<file path="src/rtl/sfx_sequencer.sv">
// sfx_sequencer: plays short built-in tunes one beat at a time and drives the
// tone word and amplifier enable for the buzzer/PWM driver. It supports
// start/stop, looping, an octave shift, retriggering, and a done pulse.
module sfx_sequencer #(
  parameter int BEAT_DIV    = 12500000,
  parameter int NUM_EFFECTS = 4,
  parameter int MAX_BEATS   = 8,
  parameter int TONE_W      = 32
) (
  input  logic              clk,
  input  logic              rst,
  input  logic              start,
  input  logic [1:0]        effect_sel,
  input  logic [1:0]        octave,
  input  logic              loop,
  input  logic              stop,
  output logic [TONE_W-1:0] tone,
  output logic              amp_en,
  output logic [7:0]        beatnum,
  output logic              busy,
  output logic              done
);

  localparam int              CNT_W    = $clog2(BEAT_DIV);
  localparam logic [CNT_W-1:0] CntLast = CNT_W'(BEAT_DIV - 1);
  localparam logic [2:0]      NumEff   = 3'(NUM_EFFECTS);
  localparam logic [7:0]      MaxBeats = 8'(MAX_BEATS);

  typedef enum logic {
    IDLE,
    PLAY
  } state_e;

  state_e             state_q, stateD;
  logic [1:0]         sel_q, selD;
  logic [1:0]         oct_q, octD;
  logic [7:0]         beat_q, beatD;
  logic [CNT_W-1:0]   cnt_q, cntD;
  logic [TONE_W-1:0]  tone_q, toneD;
  logic               amp_q, ampD;
  logic               done_q, doneD;

  logic               startOk;
  logic [7:0]         lenEff;
  logic [7:0]         lenM1;
  logic [10:0]        romVal;

  // Tune ROM in Hz. A value of 0 marks a rest beat.
  function automatic logic [10:0] romTone(input logic [1:0] s, input logic [7:0] b);
    romTone = '0;
    case (s)
      2'd0: case (b)
              8'd0:    romTone = 11'd523;
              8'd1:    romTone = 11'd1046;
              default: romTone = '0;
            endcase
      2'd1: case (b)
              8'd0:    romTone = 11'd880;
              8'd2:    romTone = 11'd880;
              default: romTone = '0;
            endcase
      2'd2: case (b)
              8'd0:    romTone = 11'd392;
              8'd1:    romTone = 11'd349;
              8'd2:    romTone = 11'd330;
              8'd3:    romTone = 11'd262;
              default: romTone = '0;
            endcase
      default: case (b)
              8'd0:    romTone = 11'd523;
              8'd1:    romTone = 11'd659;
              8'd2:    romTone = 11'd784;
              8'd3:    romTone = 11'd1046;
              8'd5:    romTone = 11'd1046;
              default: romTone = '0;
            endcase
    endcase
  endfunction

  // Number of beats in each tune.
  function automatic logic [7:0] romLen(input logic [1:0] s);
    case (s)
      2'd0:    romLen = 8'd2;
      2'd1:    romLen = 8'd3;
      2'd2:    romLen = 8'd4;
      default: romLen = 8'd6;
    endcase
  endfunction

  // A start counts only when stop is low and the selected tune exists.
  // A tune never plays more than MAX_BEATS beats.
  always_comb begin
    startOk = start && !stop && ({1'b0, effect_sel} < NumEff);
    lenEff  = (romLen(sel_q) > MaxBeats) ? MaxBeats : romLen(sel_q);
    lenM1   = lenEff - 8'd1;
  end

  // Sequencer control. Stop has the highest priority, then a legal start
  // (which also covers retrigger and a start on the last beat), then the
  // normal beat stepping.
  always_comb begin
    stateD = state_q;
    selD   = sel_q;
    octD   = oct_q;
    beatD  = beat_q;
    cntD   = cnt_q;
    doneD  = 1'b0;
    if (stop) begin
      stateD = IDLE;
      beatD  = '0;
      cntD   = '0;
    end else if (startOk) begin
      stateD = PLAY;
      selD   = effect_sel;
      octD   = octave;
      beatD  = '0;
      cntD   = '0;
    end else if (state_q == PLAY) begin
      if (cnt_q == CntLast) begin
        cntD = '0;
        if (beat_q < lenM1) begin
          beatD = beat_q + 8'd1;
        end else if (loop) begin
          beatD = '0;
        end else begin
          stateD = IDLE;
          beatD  = '0;
          doneD  = 1'b1;
        end
      end else begin
        cntD = cnt_q + 1'b1;
      end
    end
  end

  // Compute the next tone and amp enable from the next state, so that both
  // are registered and change on the same edge as beatnum.
  always_comb begin
    romVal = romTone(selD, beatD);
    toneD  = '0;
    if (stateD == PLAY) begin
      toneD = TONE_W'(romVal) << octD;
    end
    ampD = (stateD == PLAY) && (toneD != '0);
  end

  // State and output registers, with synchronous reset.
  always_ff @(posedge clk) begin
    if (rst) begin
      state_q <= IDLE;
      sel_q   <= '0;
      oct_q   <= '0;
      beat_q  <= '0;
      cnt_q   <= '0;
      tone_q  <= '0;
      amp_q   <= 1'b0;
      done_q  <= 1'b0;
    end else begin
      state_q <= stateD;
      sel_q   <= selD;
      oct_q   <= octD;
      beat_q  <= beatD;
      cnt_q   <= cntD;
      tone_q  <= toneD;
      amp_q   <= ampD;
      done_q  <= doneD;
    end
  end

  assign tone    = tone_q;
  assign amp_en  = amp_q;
  assign beatnum = beat_q;
  assign busy    = (state_q == PLAY);
  assign done    = done_q;

endmodule
</file>
<file path="config.mk">
export PLATFORM = sky130hd
export DESIGN_NAME = sfx_sequencer
export DESIGN_NICKNAME = d
export VERILOG_FILES = /design/src/rtl/sfx_sequencer.sv
export SDC_FILE = /design/constraint.sdc
export NUM_CORES = 1
export LEC_CHECK = 0
export CORE_UTILIZATION = 48
export DETAILED_ROUTE_END_ITERATION = 8
export PLACE_DENSITY = 0.76
export SYNTH_ARGS = -nofsm -noshare
export SYNTH_HDL_FRONTEND = slang
export SYNTH_SLANG_ARGS = --single-unit
</file>
<file path="constraint.sdc">
create_clock -name clk -period 3.58 [get_ports clk]
set_clock_uncertainty 0.1 [all_clocks]
set_input_delay 0.358 -clock clk [delete_from_list [all_inputs] [get_ports clk]]
set_output_delay 0.358 -clock clk [all_outputs]
set_load 0.05 [all_outputs]
</file>
=== Word-level counts from Yosys, hierarchy flattened ===
Cells that the tools add are included.

* Register bits: 71
* Input bits: 9

* Add/subtract/negate cells: 3
* $lt $le $gt $ge: 2
* Eq/ne operators: 9
* Shift operators: 1
* Mux-type cells: 25
* Bitwise gates (word level): 2
* Reduce and logical (&&, ||, !) cells: 11

{| class="wikitable"
|+ Operator list
! cell !! number
|-
| $mux 8 || 6
|-
| $pmux 11 s4 || 1
|-
| $pmux 9 s4 || 1
|-
| $pmux 11 s3 || 1
|-
| $mux 32 || 1
|-
| $reduce_bool 32->1 || 1
|-
| $shl 11x2->32 || 1
|-
| $add 24x1->24 const B || 1
|-
| $eq 24x24->1 const B || 1
|-
| $mux 24 || 1
|-
| $pmux 11 s2 || 1
|-
| $eq 8x2->1 const B || 2
|-
| $mux 10 || 1
|-
| $pmux 3 s3 || 1
|-
| $add 8x1->8 const B || 1
|-
| $eq 8x1->1 const B || 1
|-
| $eq 8x3->1 const B || 1
|-
| $gt 8x4->1 const B || 1
|-
| $logic_not 8->1 || 1
|-
| $lt 8x8->1 || 1
|-
| $mux 2 || 4
|-
| $sub 8x1->8 const B || 1
|-
| $mux 1 || 7
|-
| $reduce_or 6->1 || 1
|-
| 8 further kinds || 14
|}

=== Depth between registers and ports, before layout ===
Gate-level depths: netlist of run 1.

* Depth in word-level cells: 19
* Mapped depth: 14
* Depth with buffers taken out: 14

=== Worst setup path before layout of run 1 ===
No wires, ideal clock.

* Kind: register to register
* From: register sel_q[0]
* To: register amp_q, in the netlist amp_en
* Library setup time: 0.074 ns
* Data arrival time: 3.700 ns
* Required time: 3.406 ns
* Slack: -0.295 ns
* Stages on the path, launching flop included: 15
* Path buffers: 0
* Clock period less this slack: 3.875 ns
* Path through: dfxtp_1 > inv_1 > ha_1 > or4b_2 > ha_1 > o21ai_0 > a21oi_1 > nor4b_1 > a211oi_4 > a31oi_2 > or4_1 > o311ai_1 > o21ai_2 > a32o_1 > a31oi_1

* Word-level cells in the longest chain between the ends: 19
* Elaborated cells on any way between the ends: 39
* Those cells by class: 1 x add/sub; 2 x order compare; 8 x eq/ne; 1 x shift; 20 x mux; 7 x reduce/logical

{| class="wikitable"
|+ RTL lines
! element !! line !! RTL
|-
| start: declaration || 35 || <nowiki>logic [1:0] sel_q, selD;</nowiki>
|-
| start signal: assignment || 160 || <nowiki>sel_q <= selD;</nowiki>
|-
| $eq 2x2->1, or another cell as far along || 82 || <nowiki>case (s)</nowiki>
|-
| $pmux 3 s3 || 82 ||
|-
| $gt 8x4->1 || 94 || <nowiki>lenEff = (romLen(sel_q) > MaxBeats) ? MaxBeats : romLen(sel_q);</nowiki>
|-
| $mux 8 || 94 ||
|-
| $sub 8x1->8 || 95 || <nowiki>lenM1 = lenEff - 8'd1;</nowiki>
|-
| $lt 8x8->1 || 121 || <nowiki>if (beat_q < lenM1) begin</nowiki>
|-
| $mux 8 || 121 ||
|-
| $mux 8 || 119 || <nowiki>if (cnt_q == CntLast) begin</nowiki>
|-
| [3 not listed] || - ||
|-
| $eq 8x3->1, or another cell as far along || 69 || <nowiki>default: case (b)</nowiki>
|-
| $reduce_or 2->1 (no line) || - ||
|-
| $pmux 11 s4 or $mux 10 (tied branches) || 69, 57 ||
|-
| $pmux 11 s3 || 51 || <nowiki>case (s)</nowiki>
|-
| $shl 11x2->32 || 142 || <nowiki>toneD = TONE_W'(romVal) << octD;</nowiki>
|-
| $mux 32 || 141 || <nowiki>if (stateD == PLAY) begin</nowiki>
|-
| $reduce_bool 32->1 || 144 || <nowiki>ampD = (stateD == PLAY) && (toneD != '0);</nowiki>
|-
| $logic_and 1x1->1 * || 144 ||
|-
| end signal: assignment || 165 || <nowiki>amp_q <= ampD;</nowiki>
|-
| end: declaration || 40 || <nowiki>logic amp_q, ampD;</nowiki>
|}

Every way passes the cells marked *; elsewhere a longest branch is shown, timed or not.
A chain may end at the register's enable or synchronous reset.

=== Worst setup path after layout of run 1 ===
Ends and elaborated chain as after synthesis.

==> out/metrics.cfg, run 1 <==
[status]
run_status=complete, but fails checks
violations=setup timing

[sta]
drv_slew=0
finalHoldViolCount=0
worst_pin_slew_ps=876
fin_crit_ps=3760
fin_crit_sh_pct=105
setup_violations=8
fin_hold_ws_ps=350
rsz0062_at_grt=yes
worst_slack_ps=-185
relSlewSlack_pct=41.6
max_freq_mhz=266

[synthesis]
synth-edff-count=0
syn_inst=378
async_flop_share_pct=0
seq_area_frac_synth_pct=34.0
synth_warnings=0
synth_cell_types=65
ys_seq_elements=53
netlist_top_cells_area=dfxtp_1, nor2_1, buf_4
synth_largest_area_cell=dfxtp_1
ys.flop_type=dfxtp_1
synth_top_area_share_pct=34.0
synth_area_per_cell_um2=8.25
synth.cell_area_mm2=0.00312

[power]
leakage_uw=0.00157
power_density_mw_per_mm2=318
comb_power_share_pct=17.9
power_frac_clock_pct=36.2
p_seq_share_pct=45.8
ir_drop_v=0.000228
switching_power_uw=360
p_int_uw=953
p_total_uw=1310
switching_share_pct=27.5

[final_layout]
layout_common_cells=nor2_1, dfxtp_1, buf_4
final_common_cell=nor2_1
drive_above_1_share_pct=24.4
area_growth_pct=32.4
diodes=0
finalInstanceArea_mm2=0.00413
nNetsFinal=464

[die]
die_h_um=82.6
dieWidth_um=82.6
pin_count=52
start_util_pct=51.1
core_mm2=0.00610
dieArea_mm2=0.00682
num_rows=28

[route]
viasPerCell=5.82
detail-route-antenna-nets=0
avgRoutedWirePerCell_um=15.6
drc_errors=0
wl_um=8110
drt_iter0_drc=291
vias=3032
firstDrtPassIters=5

[grt]
grt_pass1_vias=2776
grt_max_degree=28
antenna_found_initial=0
grt_pass1_wl_um=12600
overflow=0
grt_usage_pct=24.4

[critical_path]
crit_path_start_kind=register
cp-end-kind=register
worstPathMaxFanout=4
crit_arrival_ps=3910
crit_type=register to register
required_ps=3720

[placement]
port_buffers=33
finalWeightedCongestion=0.962
dpl_cell_area_mm2=0.00369
hpwl_um=5580
dpl_worst_slack_ps=-203

[clocking]
clk_path_buf_depth=2
clockRootBuffer=clkbuf_8
cts.clk_slew.worst_paths_ps=100
cts.sinks=53
cts_tree=built
numCtsBuffers=5
htree_levels=2
clk_latency_ps=310
cts_hold_buffers=0

[worst_hold_path]
hp-class=register to register

[flow_run]
maxCapViolCount=0

## final timing paths
kind / startpoint / end / slack [ps] / cells after the start
worst max-delay path: sel_q[0] / amp_en / -180 / 17
worst min-delay path: beatnum[6] / beatnum[6] / 350 / 2
worst max register to register: sel_q[0] / amp_en / -180 / 17
worst min register to register: beatnum[6] / beatnum[6] / 350 / 2
## metal layers
layer / GRT usage [%] / share of wire [%] / up-vias
met1: 31.1 / 42 / 1408
met4: 6.55 / 1.8 / 0
met3: 5.71 / 7.4 / 24
li1: - / - / 1453
met2: 41.2 / 48 / 147
met5: 0 / 0 / -
## registers in the layout, indices dropped and copies added, names as in the netlist
| signal | flops |
|---|---|
| oct_q | 2 |
| amp_en | 1 |
| busy | 1 |
| sel_q | 2 |
| tone | 14 |
| beatnum | 8 |
| done | 1 |
| cnt_q | 24 |
## repair_timing
| action | CTS | global route |
|---|---|---|
| endpoints found under the setup margin | 10 | 13 |
| pin swaps | 14 | 11 |
| setup buffers | 11 | 5 |
| gates resized for setup | 18 | 24 |
## cell type report
cell class,count,area [µm²]
flip-flops and latches,53,1070
multi-input cells,300,2130
well taps,75,93.8
repair buffers,76,664
clock buffers,5,68.8
inverters,9,36.3
fillers,484,1970
clock inverters,3,65.1
## power by group through the flow
stage	combinational (µW)	sequential [µW]	clock, µW
5_1_grt	251	603	507
3_3_place_gp	207	615	0
3_5_place_dp	209	616	0
2_1_floorplan	147	638	0
6_report	235	602	476
4_1_cts	221	602	485
## cell usage after synthesis (all sizes together), types with 4 or more instances
cell    number
nor2        62
dfxtp       53
nand2       24
a21oi       20
o21ai       20
buf         19
nor3        15
clkbuf      14
xor2        12
nand3       11
a211oi      10
ha          10
nand4       10
inv          9
xnor2        9
a31oi        6
and3         6
or3          6
or4          5
a21o         4
and2         4
mux2         4
mux2i        4
nand3b       4
nor4         4
## worst max-delay path, cell delays in order (launching register included)
cell and delay [ps]:
dfxtp_4 390, inv_4 50, ha_4 140, or4b_4 540
ha_4 290, o21ai_4 60, a21oi_4 220, nor4_4 60
buf_4 150, a211oi_4 270, buf_4 180, a31oi_4 80
buf_6 140, nand3b_1 250, a21oi_2 230, a31oi_2 80
a32o_2 300, a31oi_1 160
## through the flow
stage                     cells  setup TNS, ps  utilization (%)
after floorplan             395              0                -
after global placement      497          -58.7             60.6
after detailed placement    497           -876             60.6
after CTS                   516           -469             65.5
after global routing        521          -1710             67.7
final                       521           -678             67.7
## cell families after synthesis
logic type | share of synthesized area [%]
AOI/OAI and AO/OA | 17.5
xor gates and xnor gates | 5.90
adders and majority gates | 4.01
buffers and inverters | 7.26
DFF | 34.0
muxes | 2.73
other | 0.120
and+or+nand+nor | 28.5
No activity file was read; power rests on OpenSTA's default activity.
==> run 2, diff against run 1 <==
==> constraint.sdc (replaced) <==
create_clock -name clk -period 3.58 [get_ports clk]
set_clock_uncertainty 0.1 [all_clocks]
set_input_delay 0.716 -clock clk [delete_from_list [all_inputs] [get_ports clk]]
set_output_delay 0.716 -clock clk [all_outputs]
set_load 0.05 [all_outputs]
==> out/metrics.cfg, run 2 (same netlist as run 1, synthesis figures left out) <==
[status]
run_status=complete, but fails checks
violations=setup timing

[final_layout]
area_growth_pct=31.7
largest_reg_flops=24
finalInstanceArea_mm2=0.00411
final_common_cell=nor2_1
diodes=0
multi_input_area_mm2=0.00211
layout_common_cells=nor2_1, dfxtp_1, buf_4
nNetsFinal=469
regArea_mm2=0.00107
fillers=482
top_register=cnt_q
drive_above_1_share_pct=24.6
final_core_util_pct=67.4

[clocking]
cts_tree=built
clk_path_buf_depth=2
clockRootBuffer=clkbuf_8
cts.sinks=53
htree_levels=2
clk_latency_ps=310
cts.clk_slew.worst_paths_ps=100
numCtsBuffers=5

[sta]
finalHoldViolCount=0
fin_crit_sh_pct=105
worst_slack_ps=-168
relSlewSlack_pct=44.0
worst_pin_slew_ps=840
drv_slew=0
setup_violations=7
rsz0062_at_grt=yes
max_freq_mhz=267
fin_crit_ps=3750

[worst_hold_path]
hp-class=register to register
holdPathEnd=beatnum[6]
worstHoldStart=beatnum[6]
holdPathStages=2

[power]
switching_share_pct=30.2
p_int_uw=814
ir_drop_v=0.000299
power_frac_clock_pct=28.0
p_seq_share_pct=51.6
p_total_uw=1170
leakage_uw=0.00156
power_density_mw_per_mm2=284
comb_power_share_pct=20.3
switching_power_uw=352

[grt]
grt_pass1_vias=2719
grt_pass1_wl_um=12600
grt_usage_pct=24.4
overflow=0
antenna_found_initial=0
grt_max_degree=28

[route]
wl_met2_um=3890
drc_errors=0
detail-route-antenna-nets=0
drt_iter0_drc=281
wl_um=8140
dr.max_layer_used=met4
firstDrtPassIters=5
viasPerCell=5.77
wl_met3_um=622
drt-met1-wl_um=3390
avgRoutedWirePerCell_um=15.5
vias=3037

[die]
start_util_pct=51.1
pin_count=52
die_h_um=82.6
dieWidth_um=82.6
core_mm2=0.00610
dieArea_mm2=0.00682
num_rows=28

[critical_path]
cp_num_buf_inv=2
path_common_cell=ha_4
r2r-start=sel_q[0]
worstPathMaxFanout=5
worstPathCellList=inv_4, ha_4, or4b_4, ha_4, o21ai_4, a21oi_4, buf_4, or4_4, o211ai_2, o211a_1, a211oi_1, nor3_1, a211oi_2, a32o_1, a31oi_1
slowest_delay_ps=550
crit_arrival_ps=3880
crit_path_start_kind=register
required_ps=3710
cpLargestDelayFamily=simple AND/OR/NAND/NOR gates
crit_type=register to register
regToRegSetupSlack_ps=-170
rr_worst_depth=15
reg2reg_to=amp_en
cp-end-kind=register
cp_slowest_cell=or4_4

[placement]
hpwl_um=5700
port_buffers=33
finalWeightedCongestion=0.981
dpl_cell_area_mm2=0.00370

[flow_run]
maxCapViolCount=0

run 2: tightest hold or removal path, delay by kind of cell (launching register included):
kind / cells / cell delay [ps]
and+or+nand+nor: 1 / 40
buffers and inverters: 1 / 50
DFF: 1 / 340
run 2: repair_timing:
| action | CTS | global route |
|---|---|---|
| setup buffers | 18 | 4 |
| endpoints found under the setup margin | 10 | 14 |
| hold buffers | 0 | 0 |
| gates resized for setup | 23 | 19 |
| pin swaps | 17 | 16 |
| endpoints found under the hold margin | 0 | 0 |
run 2: area by class of cell:
class / count / share of cell area [%]
multi-input cells: 300 / 51.5
flip-flops and latches: 53 / 26.0
repair buffers: 81 / 17.3
well taps: 75 / 2.28
clock buffers: 6 / 1.77
inverters: 9 / 0.944
clock inverters: 2 / 0.244
run 2: worst max path at each step:
stage,startpoint,to,cells past startpoint
after global placement,sel_q[0],amp_en,13
after CTS,sel_q[1],tone[2],15
after floorplan,sel_q[0],amp_en,14
after detailed placement,sel_q[1],amp_en,13
final,sel_q[0],amp_en,15
after global routing,sel_q[0],tone[5],15
run 2: routing by layer:
metal / vias to the layer above / GRT usage [%]
li1: 1460 / -
met2: 135 / 41.7
met3: 28 / 5.49
met1: 1414 / 30.4
met5: - / 0
met4: 0 / 7.24
run 2: per-stage QoR:
step	TNS [ps]	hold WS [ps]	worst slack (ps)	instances
2_1_floorplan	0	367	55.7	395
3_3_place_gp	-169	335	-64.7	498
3_5_place_dp	-825	345	-177	498
4_1_cts	-40.6	359	-19.7	523
5_1_grt	-2110	390	-287	526
6_report	-703	364	-168	526
run 2: power groups by stage:
stage / clock network (µW) / logic, µW / registers, µW
detailed placement: 0 / 214 / 616
global placement: 0 / 212 / 615
global route: 360 / 253 / 603
floorplan: 0 / 147 / 638
finish: 326 / 237 / 602
CTS: 335 / 227 / 602
==> run 3, diff against run 2 <==
--- a/config.mk
+++ b/config.mk
@@ -11,3 +11,4 @@
 export SYNTH_ARGS = -nofsm -noshare
 export SYNTH_HDL_FRONTEND = slang
 export SYNTH_SLANG_ARGS = --single-unit
+export TNS_END_PERCENT = 10
==> out/metrics.cfg, run 3 (same netlist as run 1, synthesis figures left out) <==
[status]
run_status=complete, but fails checks
violations=setup timing

[route]
drc_errors=0
dr.max_layer_used=met4
wl_met3_um=642
wl_um=8150
drt-met1-wl_um=3350
wl_met2_um=3950
avgRoutedWirePerCell_um=15.5
viasPerCell=5.79
vias=3043
firstDrtPassIters=5
detail-route-antenna-nets=0
drt_iter0_drc=236

[clocking]
cts.sinks=53
htree_levels=2
cts.clk_slew.worst_paths_ps=100
numCtsBuffers=5
clk_latency_ps=310
clockRootBuffer=clkbuf_8
clk_path_buf_depth=2
cts_tree=built

[final_layout]
top_register=cnt_q
fillers=486
nNetsFinal=469
area_growth_pct=31.4
largest_reg_flops=24
regArea_mm2=0.00107
final_core_util_pct=67.2
multi_input_area_mm2=0.00210
layout_common_cells=nor2_1, dfxtp_1, buf_4
diodes=0
finalInstanceArea_mm2=0.00410
final_common_cell=nor2_1
drive_above_1_share_pct=23.9

[placement]
finalWeightedCongestion=0.981
port_buffers=33
hpwl_um=5700
dpl_cell_area_mm2=0.00370

[flow_run]
maxCapViolCount=0

[sta]
fin_crit_ps=3730
drv_slew=0
worst_slack_ps=-152
worst_pin_slew_ps=836
relSlewSlack_pct=44.3
max_freq_mhz=268
finalHoldViolCount=0
rsz0062_at_grt=yes
setup_violations=8
fin_crit_sh_pct=104

[critical_path]
crit_arrival_ps=3860
crit_type=register to register
crit_path_start_kind=register
required_ps=3710
worstPathMaxFanout=5
cp-end-kind=register

[worst_hold_path]
hp-class=register to register

[die]
num_rows=28
core_mm2=0.00610
die_h_um=82.6
dieWidth_um=82.6
pin_count=52
dieArea_mm2=0.00682
start_util_pct=51.1

[grt]
grt_max_degree=28
antenna_found_initial=0
grt_pass1_vias=2719
grt_pass1_wl_um=12600
overflow=0
grt_usage_pct=24.4

[power]
power_density_mw_per_mm2=284
ir_drop_v=0.000299
p_total_uw=1160
leakage_uw=0.00156

[run 3: cell counts in the layout (fill, tap and decap cells not counted)]
Identical to the previous run, type by type.
[run 3: final cells by class]
class | instances | area share (%)
timing repair buffer | 81 | 17.3
clock inverter | 2 | 0.244
tap | 75 | 2.29
multi-input combinational | 300 | 51.3
sequential | 53 | 26.1
clock buffer | 6 | 1.77
inverter | 9 | 0.947
[run 3: through the flow]
| step | worst slack (ps) | hold WS, ps | cells | TNS [ps] |
|---|---|---|---|---|
| after detailed placement | -177 | 345 | 498 | -825 |
| after CTS | -19.7 | 359 | 523 | -40.6 |
| after global routing | -272 | 390 | 526 | -2200 |
| final | -152 | 363 | 526 | -624 |
| after global placement | -64.7 | 335 | 498 | -169 |
| after floorplan | 55.7 | 367 | 395 | 0 |
[run 3: critical path, stage by stage (launching register included)]
cell	delay, ps
dfxtp_4	400
inv_4	50
ha_4	140
or4b_4	530
ha_4	260
o21ai_4	70
a21oi_4	80
buf_4	160
or4_4	550
o211ai_2	160
o211a_1	210
a211oi_1	90
nor3_1	360
a211oi_2	100
a32o_1	230
a31oi_1	140
[run 3: path summary, 6_finish.rpt]
kind                            startpoint         end  slack [ps]  cells past startpoint
worst max register to register    sel_q[0]      amp_en        -150                     15
worst max-delay path              sel_q[0]      amp_en        -150                     15
worst min-delay path            beatnum[7]  beatnum[7]         360                      2
worst min register to register  beatnum[7]  beatnum[7]         360                      2
[run 3: report_power, final]
group	switching [µW]	internal, µW
registers	4.86	597
logic	156	79.9
clock network	190	136
[run 3: timing repair]
item | 4_1_cts | 5_1_grt
buffers inserted | 18 | 4
hold buffers | 0 | 0
resized for setup | 23 | 16
setup endpoints to repair | 10 | 14
pin swaps | 17 | 13
[run 3: per-layer routing]
layer | track usage [%] | up-vias
met3 | 5.49 | 27
li1 | - | 1459
met2 | 41.7 | 141
met5 | 0 | -
met1 | 30.4 | 1416
met4 | 7.24 | 0
